File: src/rtl/crc_tx_sequencer_pkg.sv
// Shared link constants, FSM state encoding and a width helper for the CRC transmit path.
// Imported by the sequencer top level.
package crc_tx_sequencer_pkg;

  typedef enum logic [1:0] {
    ST_IDLE = 2'd0,
    ST_DATA = 2'd1,
    ST_CRC  = 2'd2,
    ST_DONE = 2'd3
  } state_t;

  localparam int unsigned LINK_POLY = 32'h07;
  localparam int unsigned LINK_DIV  = 20;

  // Bits needed to hold values 0..v-1.
  function automatic int unsigned clog2_w(input int unsigned v);
    int unsigned w;
    w = 0;
    while ((64'd1 << w) < 64'(v)) w++;
    return w;
  endfunction

endpackage

File: src/rtl/crc_tx_sequencer_tick_prescaler.sv
// Modulo-DIV bit-slot prescaler: registered one-cycle Tick while the count sits at DIV-1.
// Clear holds the count at 0; counting only advances while En is high.
module tick_prescaler #(
  parameter int unsigned DIV   = 20,
  parameter int unsigned DIV_W = 5
) (
  input  logic Clk,
  input  logic Reset,
  input  logic Clear,
  input  logic En,
  output logic Tick
);

  logic [DIV_W-1:0] cnt;

  // Tick is registered from the DIV-2 count so it lines up with count DIV-1.
  always_ff @(posedge Clk or negedge Reset) begin
    if (!Reset) begin
      cnt  <= '0;
      Tick <= 1'b0;
    end else if (Clear) begin
      cnt  <= '0;
      Tick <= 1'b0;
    end else if (En) begin
      cnt  <= (cnt == DIV_W'(DIV - 1)) ? '0 : cnt + 1'b1;
      Tick <= (cnt == DIV_W'(DIV - 2));
    end else begin
      Tick <= 1'b0;
    end
  end

endmodule

File: src/rtl/crc_tx_sequencer.sv
// Serial frame transmitter: payload MSB-first, then its serially computed CRC, one bit per DIV clocks.
// Start is taken only when Ready; Abort ends a frame in flight without a Done pulse.
module crc_tx_sequencer
  import crc_tx_sequencer_pkg::*;
#(
  parameter int unsigned      DATA_W = 8,
  parameter int unsigned      CRC_W  = 8,
  parameter logic [CRC_W-1:0] POLY   = CRC_W'(LINK_POLY),
  parameter int unsigned      DIV    = LINK_DIV,
  parameter int unsigned      DIV_W  = 5
) (
  input  logic              Clk,
  input  logic              Reset,
  input  logic              Start,
  input  logic [DATA_W-1:0] Data,
  input  logic              Abort,
  output logic              Ready,
  output logic              TxEn,
  output logic              TxBit,
  output logic              Busy,
  output logic              Done,
  output logic [CRC_W-1:0]  Crc
);

  localparam int unsigned SH_W  = (DATA_W > CRC_W) ? DATA_W : CRC_W;
  localparam int unsigned CNT_W = clog2_w(SH_W + 1);

  state_t             state, state_n;
  logic [SH_W-1:0]    shift, shift_n;
  logic [CRC_W-1:0]   crc, crc_n, crc_upd, crc_out_n;
  logic [CNT_W-1:0]   bitcnt, bitcnt_n;
  logic               tx_en_n, tx_bit_n, busy_n, done_n, ready_n;
  logic               tick, in_frame;

  function automatic logic [CRC_W-1:0] crc_step(input logic [CRC_W-1:0] c, input logic b);
    logic [CRC_W-1:0] r;
    r = c << 1;
    if (c[CRC_W-1] ^ b) r = r ^ POLY;
    return r;
  endfunction

  assign in_frame = (state == ST_DATA) || (state == ST_CRC);
  assign crc_upd  = crc_step(crc, shift[SH_W-1]);

  tick_prescaler #(
    .DIV   (DIV),
    .DIV_W (DIV_W)
  ) u_prescaler (
    .Clk   (Clk),
    .Reset (Reset),
    .Clear (!in_frame),
    .En    (in_frame),
    .Tick  (tick)
  );

  always_comb begin
    state_n   = state;
    shift_n   = shift;
    crc_n     = crc;
    bitcnt_n  = bitcnt;
    tx_en_n   = TxEn;
    tx_bit_n  = TxBit;
    busy_n    = Busy;
    done_n    = 1'b0;
    ready_n   = Ready;
    crc_out_n = Crc;

    unique case (state)
      ST_IDLE: begin
        if (Start && Ready) begin
          state_n                    = ST_DATA;
          shift_n                    = '0;
          shift_n[SH_W-1 -: DATA_W]  = Data;
          crc_n                      = '0;
          bitcnt_n                   = '0;
          tx_en_n                    = 1'b1;
          tx_bit_n                   = Data[DATA_W-1];
          busy_n                     = 1'b1;
          ready_n                    = 1'b0;
        end
      end
      ST_DATA: begin
        if (tick) begin
          crc_n = crc_upd;
          if (bitcnt == CNT_W'(DATA_W - 1)) begin
            // Last payload bit: the freshly updated CRC becomes the next thing on the line.
            state_n                   = ST_CRC;
            shift_n                   = '0;
            shift_n[SH_W-1 -: CRC_W]  = crc_upd;
            bitcnt_n                  = '0;
            tx_bit_n                  = crc_upd[CRC_W-1];
          end else begin
            shift_n  = shift << 1;
            bitcnt_n = bitcnt + 1'b1;
            tx_bit_n = shift[SH_W-2];
          end
        end
      end
      ST_CRC: begin
        if (tick) begin
          if (bitcnt == CNT_W'(CRC_W - 1)) begin
            state_n   = ST_DONE;
            bitcnt_n  = '0;
            tx_en_n   = 1'b0;
            tx_bit_n  = 1'b0;
            done_n    = 1'b1;
            crc_out_n = crc;
          end else begin
            shift_n  = shift << 1;
            bitcnt_n = bitcnt + 1'b1;
            tx_bit_n = shift[SH_W-2];
          end
        end
      end
      ST_DONE: begin
        state_n = ST_IDLE;
        busy_n  = 1'b0;
        ready_n = 1'b1;
      end
      default: state_n = ST_IDLE;
    endcase

    // Abort wins over everything in flight, including the final CRC tick.
    if (in_frame && Abort) begin
      state_n   = ST_IDLE;
      shift_n   = shift;
      crc_n     = crc;
      bitcnt_n  = '0;
      tx_en_n   = 1'b0;
      tx_bit_n  = 1'b0;
      busy_n    = 1'b0;
      done_n    = 1'b0;
      ready_n   = 1'b1;
      crc_out_n = Crc;
    end
  end

  always_ff @(posedge Clk or negedge Reset) begin
    if (!Reset) begin
      state  <= ST_IDLE;
      shift  <= '0;
      crc    <= '0;
      bitcnt <= '0;
      TxEn   <= 1'b0;
      TxBit  <= 1'b0;
      Busy   <= 1'b0;
      Done   <= 1'b0;
      Ready  <= 1'b1;
      Crc    <= '0;
    end else begin
      state  <= state_n;
      shift  <= shift_n;
      crc    <= crc_n;
      bitcnt <= bitcnt_n;
      TxEn   <= tx_en_n;
      TxBit  <= tx_bit_n;
      Busy   <= busy_n;
      Done   <= done_n;
      Ready  <= ready_n;
      Crc    <= crc_out_n;
    end
  end

endmodule

File: config.mk
export PLATFORM = sky130hd
export DESIGN_NAME = crc_tx_sequencer
export DESIGN_NICKNAME = d
export VERILOG_FILES = /design/src/rtl/crc_tx_sequencer_pkg.sv /design/src/rtl/crc_tx_sequencer_tick_prescaler.sv /design/src/rtl/crc_tx_sequencer.sv
export SDC_FILE = /design/constraint.sdc
export NUM_CORES = 1
export LEC_CHECK = 0
export ABC_AREA = 1
export ABC_CLOCK_PERIOD_IN_PS = 1700
export BUFFER_PORTS_ARGS = -buffer_cell sky130_fd_sc_hd__buf_2
export CORE_ASPECT_RATIO = 1.5
export CORE_MARGIN = 3
export CORE_UTILIZATION = 55
export CTS_BUF_LIST = sky130_fd_sc_hd__clkbuf_4 sky130_fd_sc_hd__clkbuf_8
export CTS_CLUSTER_DIAMETER = 50
export CTS_CLUSTER_SIZE = 24
export DETAILED_ROUTE_END_ITERATION = 12
export GPL_TIMING_DRIVEN = 0
export PLACE_DENSITY = 0.81
export SKIP_LAST_GASP = 1
export SLEW_MARGIN = 20
export SYNTH_ARGS = -nofsm -noshare
export SYNTH_HDL_FRONTEND = slang
export SYNTH_HIERARCHICAL = 1
export SYNTH_SLANG_ARGS = --single-unit
export TNS_END_PERCENT = 100
File: constraint.sdc
create_clock -name Clk -period 1.7 [get_ports Clk]
set_input_delay 0.255 -clock Clk [delete_from_list [all_inputs] [get_ports Clk]]
set_output_delay 0.255 -clock Clk [all_outputs]
set_load 0.005 [all_outputs]
==> run_results.csv <==
group,metric,value,unit
layout,seq_area,1030,um2
timing,final_max_slew_viol_count,0,
synthesis,netlist_area,2360,um2
drt,wire_per_inst,13.7,um
clock_network,cts_buffer_depth,2,
run,maxCapViolCount,0,
timing,hold_violations,0,
pwr,power.internal,3.00,mW
timing,clock_skew,0.0124,ns
drt,vias_per_cell,5.34,
layout,nNetsFinal,366,
floorplan,num_rows,28,
floorplan,die_width,59.5,um
global_routing,grt_max_degree,42,
pwr,p_seq_frac,0.268,
layout,drive_gt1_frac,0.292,
timing,relSlewSlack,0.405,
clock_network,numClockSinks,41,
clock_network,cts_tree,"done",
outcome,status,"completed",
hold_path,hold_path_class,"input port to async pin",
clock_network,clk_pin_slew_worst_paths,0.09,ns
critical_path,path_common_cell,"nand2_1",
placement,dp.cells,369,
critical_path,critPathMaxStageDelay,0.40,ns
pwr,combPwrFrac,0.549,
placement,dp_hpwl,3.46,mm
pwr,p_leak,1.46,nW
floorplan,core-area,4030,um2
clock_network,clk_latency,0.31,ns
timing,tns,0,ns
floorplan,dieArea,5130,um2
pwr,powerDensity,1820,nW/um2
timing,rsz0062_at_grt,"true",
critical_path,r2r-start,"bitcnt[0]$_DFFE_PN0P_",
clock_network,cts_buffers,5,
global_routing,grt_usage,0.221,
layout,fillerInstances,290,
timing,tightest_slew,0.893,ns
floorplan,initial_core_util,0.586,
clock_network,cts-root-buf,"clkbuf_8",
clock_network,cts_hold_buf,0,
timing,period_share,0.963,
synthesis,ys_top_cells_by_area,"dfrtp_1 (42%), nand2_1 (14%), inv_1 (4.9%)",
synthesis,synthCells,300,
timing,setup_violations,0,
layout,final_area,2890,um2
synthesis,ys_warn_count,6,
pwr,p_total,5.27,mW
critical_path,crit_chain,"ha_2 -> nand2_2 -> nor2_4 -> buf_6 -> nand2_1 -> nand2_1 -> nand2_1 -> nand3_1 -> nand2_1 -> nand2_1 -> nand2_1",
synthesis,ys_ff_latch,41,
synthesis,synth_largest_area_cell,"dfrtp_1",
pwr,ir_drop,1.34,mV
floorplan,die_h,86.3,um
global_routing,antenna_found_initial,0,
floorplan,ios,25,
critical_path,cp-startpoint,"bitcnt[0]$_DFFE_PN0P_",
timing,layout_min_cycle_time,1.64,ns
global_routing,grt_pass1_vias,2045,
critical_path,crit_arrival,1.83,ns
critical_path,slowest_stage,"dfrtp_1",
pwr,swShare,0.431,
critical_path,cp.required,1.89,ns
drt,drtIter0Drc,104,
placement,routabilityCongestion,0.876,
critical_path,ff2ff_setup_slack,0.06,ns
layout,antennaDiodeCount,0,
placement,portBuffers,24,
critical_path,critPathCaptureType,"flop",
global_routing,grt_overflow,0,
pwr,p_clk_frac,0.183,
synthesis,synth-seq-area-share,0.435,
synthesis,ys_types,28,
drt,drt-pass1-iter-count,5,
drt,ant_nets,0,
critical_path,r2r_end,"TxBit$_DFFE_PN0P_",
critical_path,cp_max_fo,10,
global_routing,grt_pass1_wl,8.80,mm
synthesis,synth_nets,321,
synthesis,syn_avg_cell_area,7.87,um2
pwr,p_sw,2.27,mW
synthesis,synth_top_area_share,0.424,
timing,fmax,0.611,GHz
critical_path,reg2reg_depth,11,
drt,wirelength,5.36,mm
critical_path,worstSetupStartpointType,"flop",
critical_path,worstSetupPathType,"flop to flop",
drt,num_vias,2087,
placement,placed_cell_area,2540,um2
clock_network,htreeDepth,2,
layout,multi_input_area,1220,um2
layout,stdcell_count,391,
layout,synthToLayoutAreaGrowth,22.5,%
drt,drc,0,
stage by stage:
stage	utilization	worst slack [ns]	hold WS, ns
global placement	0.630	-0.186	0.435
CTS	0.678	0.0112	0.111
finish	0.718	0.0628	0.0684
detailed placement	0.630	-0.257	0.436
floorplan	-	0.00940	-0.0406
global route	0.718	-0.0642	0.130
logic make-up after synthesis:
| kind of cell | after synthesis | synth area share |
|---|---|---|
| buffers and inverters | 43 | 0.0863 |
| AOI/OAI and AO/OA | 57 | 0.147 |
| DFF | 41 | 0.435 |
| and+or+nand+nor | 150 | 0.284 |
| adders and majority gates | 9 | 0.0477 |
metal layers:
layer	track usage	vias up	routed length [um]
li1	-	1052	-
met1	0.254	958	2200
met2	0.383	62	2730
met3	0.0507	15	275
met4	0.0968	0	150
met5	0	-	0
critical path: cells and delay by family (launching register included):
| family | cells | cell delay [ns] |
|---|---|---|
| and+or+nand+nor | 9 | 0.75 |
| buffers and inverters | 1 | 0.16 |
| adders and majority gates | 1 | 0.23 |
| DFF | 1 | 0.40 |
sequential cells by signal, summed over array words and instances (netlist names):
signal and cells:
Busy 1, Crc 8, Done 1, Ready 1, TxBit 1, TxEn 1, bitcnt 4, crc 8
shift 8, state 2, u_prescaler/Tick 1, u_prescaler/cnt 5
final cells by class:
type | instances | share of cell area
Tap cell | 45 | 0.0195
Clock inverter | 3 | 0.0238
Sequential cell | 41 | 0.355
Timing Repair Buffer | 38 | 0.0791
Buffer | 7 | 0.0264
Clock buffer | 5 | 0.0238
Multi-Input combinational cell | 216 | 0.421
Inverter | 36 | 0.0510
timing repair:
| item | CTS | global route |
|---|---|---|
| pin swaps | 2 | 11 |
| resized for setup | 8 | 22 |
| setup endpoints to repair | 39 | 21 |
| setup buffers | 3 | 11 |
synth_stat cells:
cell type  instances
ha_1               9
o211ai_1           3
o21ai_0           21
inv_2              4
nand2_1           90
buf_6              4
nor2_4             3
a21oi_2            3
o21ai_2           10
or2_1              1
nand4_1            3
nand2_2            3
nand3_2            4
nand2_4            1
inv_6              1
dfstp_2            1
inv_1             31
nand3_1           18
a21oi_1           14
clkbuf_1           1
nor2_1            21
nor3_1             1
buf_4              2
o21ai_1            3
dfrtp_1           40
o21a_1             1
nor2_2             5
o22ai_1            2
worst max-delay path by stage:
stage	depth (start not counted)	slack, ns	end
finish	11	0.06	TxBit$_DFFE_PN0P_
global route	10	-0.06	bitcnt[3]$_DFFE_PN0P_
CTS	9	0.01	bitcnt[0]$_DFFE_PN0P_
detailed placement	9	-0.26	Crc[7]$_DFFE_PN0P_
global placement	9	-0.19	Crc[7]$_DFFE_PN0P_
floorplan	9	0.009	Crc[7]$_DFFE_PN0P_
power by group through the flow:
stage          registers (mW)  logic, mW  clock network [mW]
2_1_floorplan            1.41       1.78                   0
3_3_place_gp             1.43       2.18                   0
3_5_place_dp             1.45       2.23                   0
4_1_cts                  1.41       2.41               0.962
5_1_grt                  1.45       3.25                1.01
6_report                 1.42       2.90               0.963
placed cells by master, fill, tap and decap left out, drive strengths merged:
| cell | count |
|---|---|
| dfrtp | 40 |
| ha | 9 |
| nand3 | 22 |
| a21oi | 17 |
| bufinv | 2 |
| o22ai | 2 |
| o21ai | 34 |
| nand2 | 94 |
| o21a | 1 |
| clkbuf | 6 |
| buf | 44 |
| o211ai | 3 |
| inv | 37 |
| or2 | 1 |
| nand4 | 3 |
| nor2 | 29 |
| dfstp | 1 |
| nor3 | 1 |
Power figures use the tool's default switching activity.
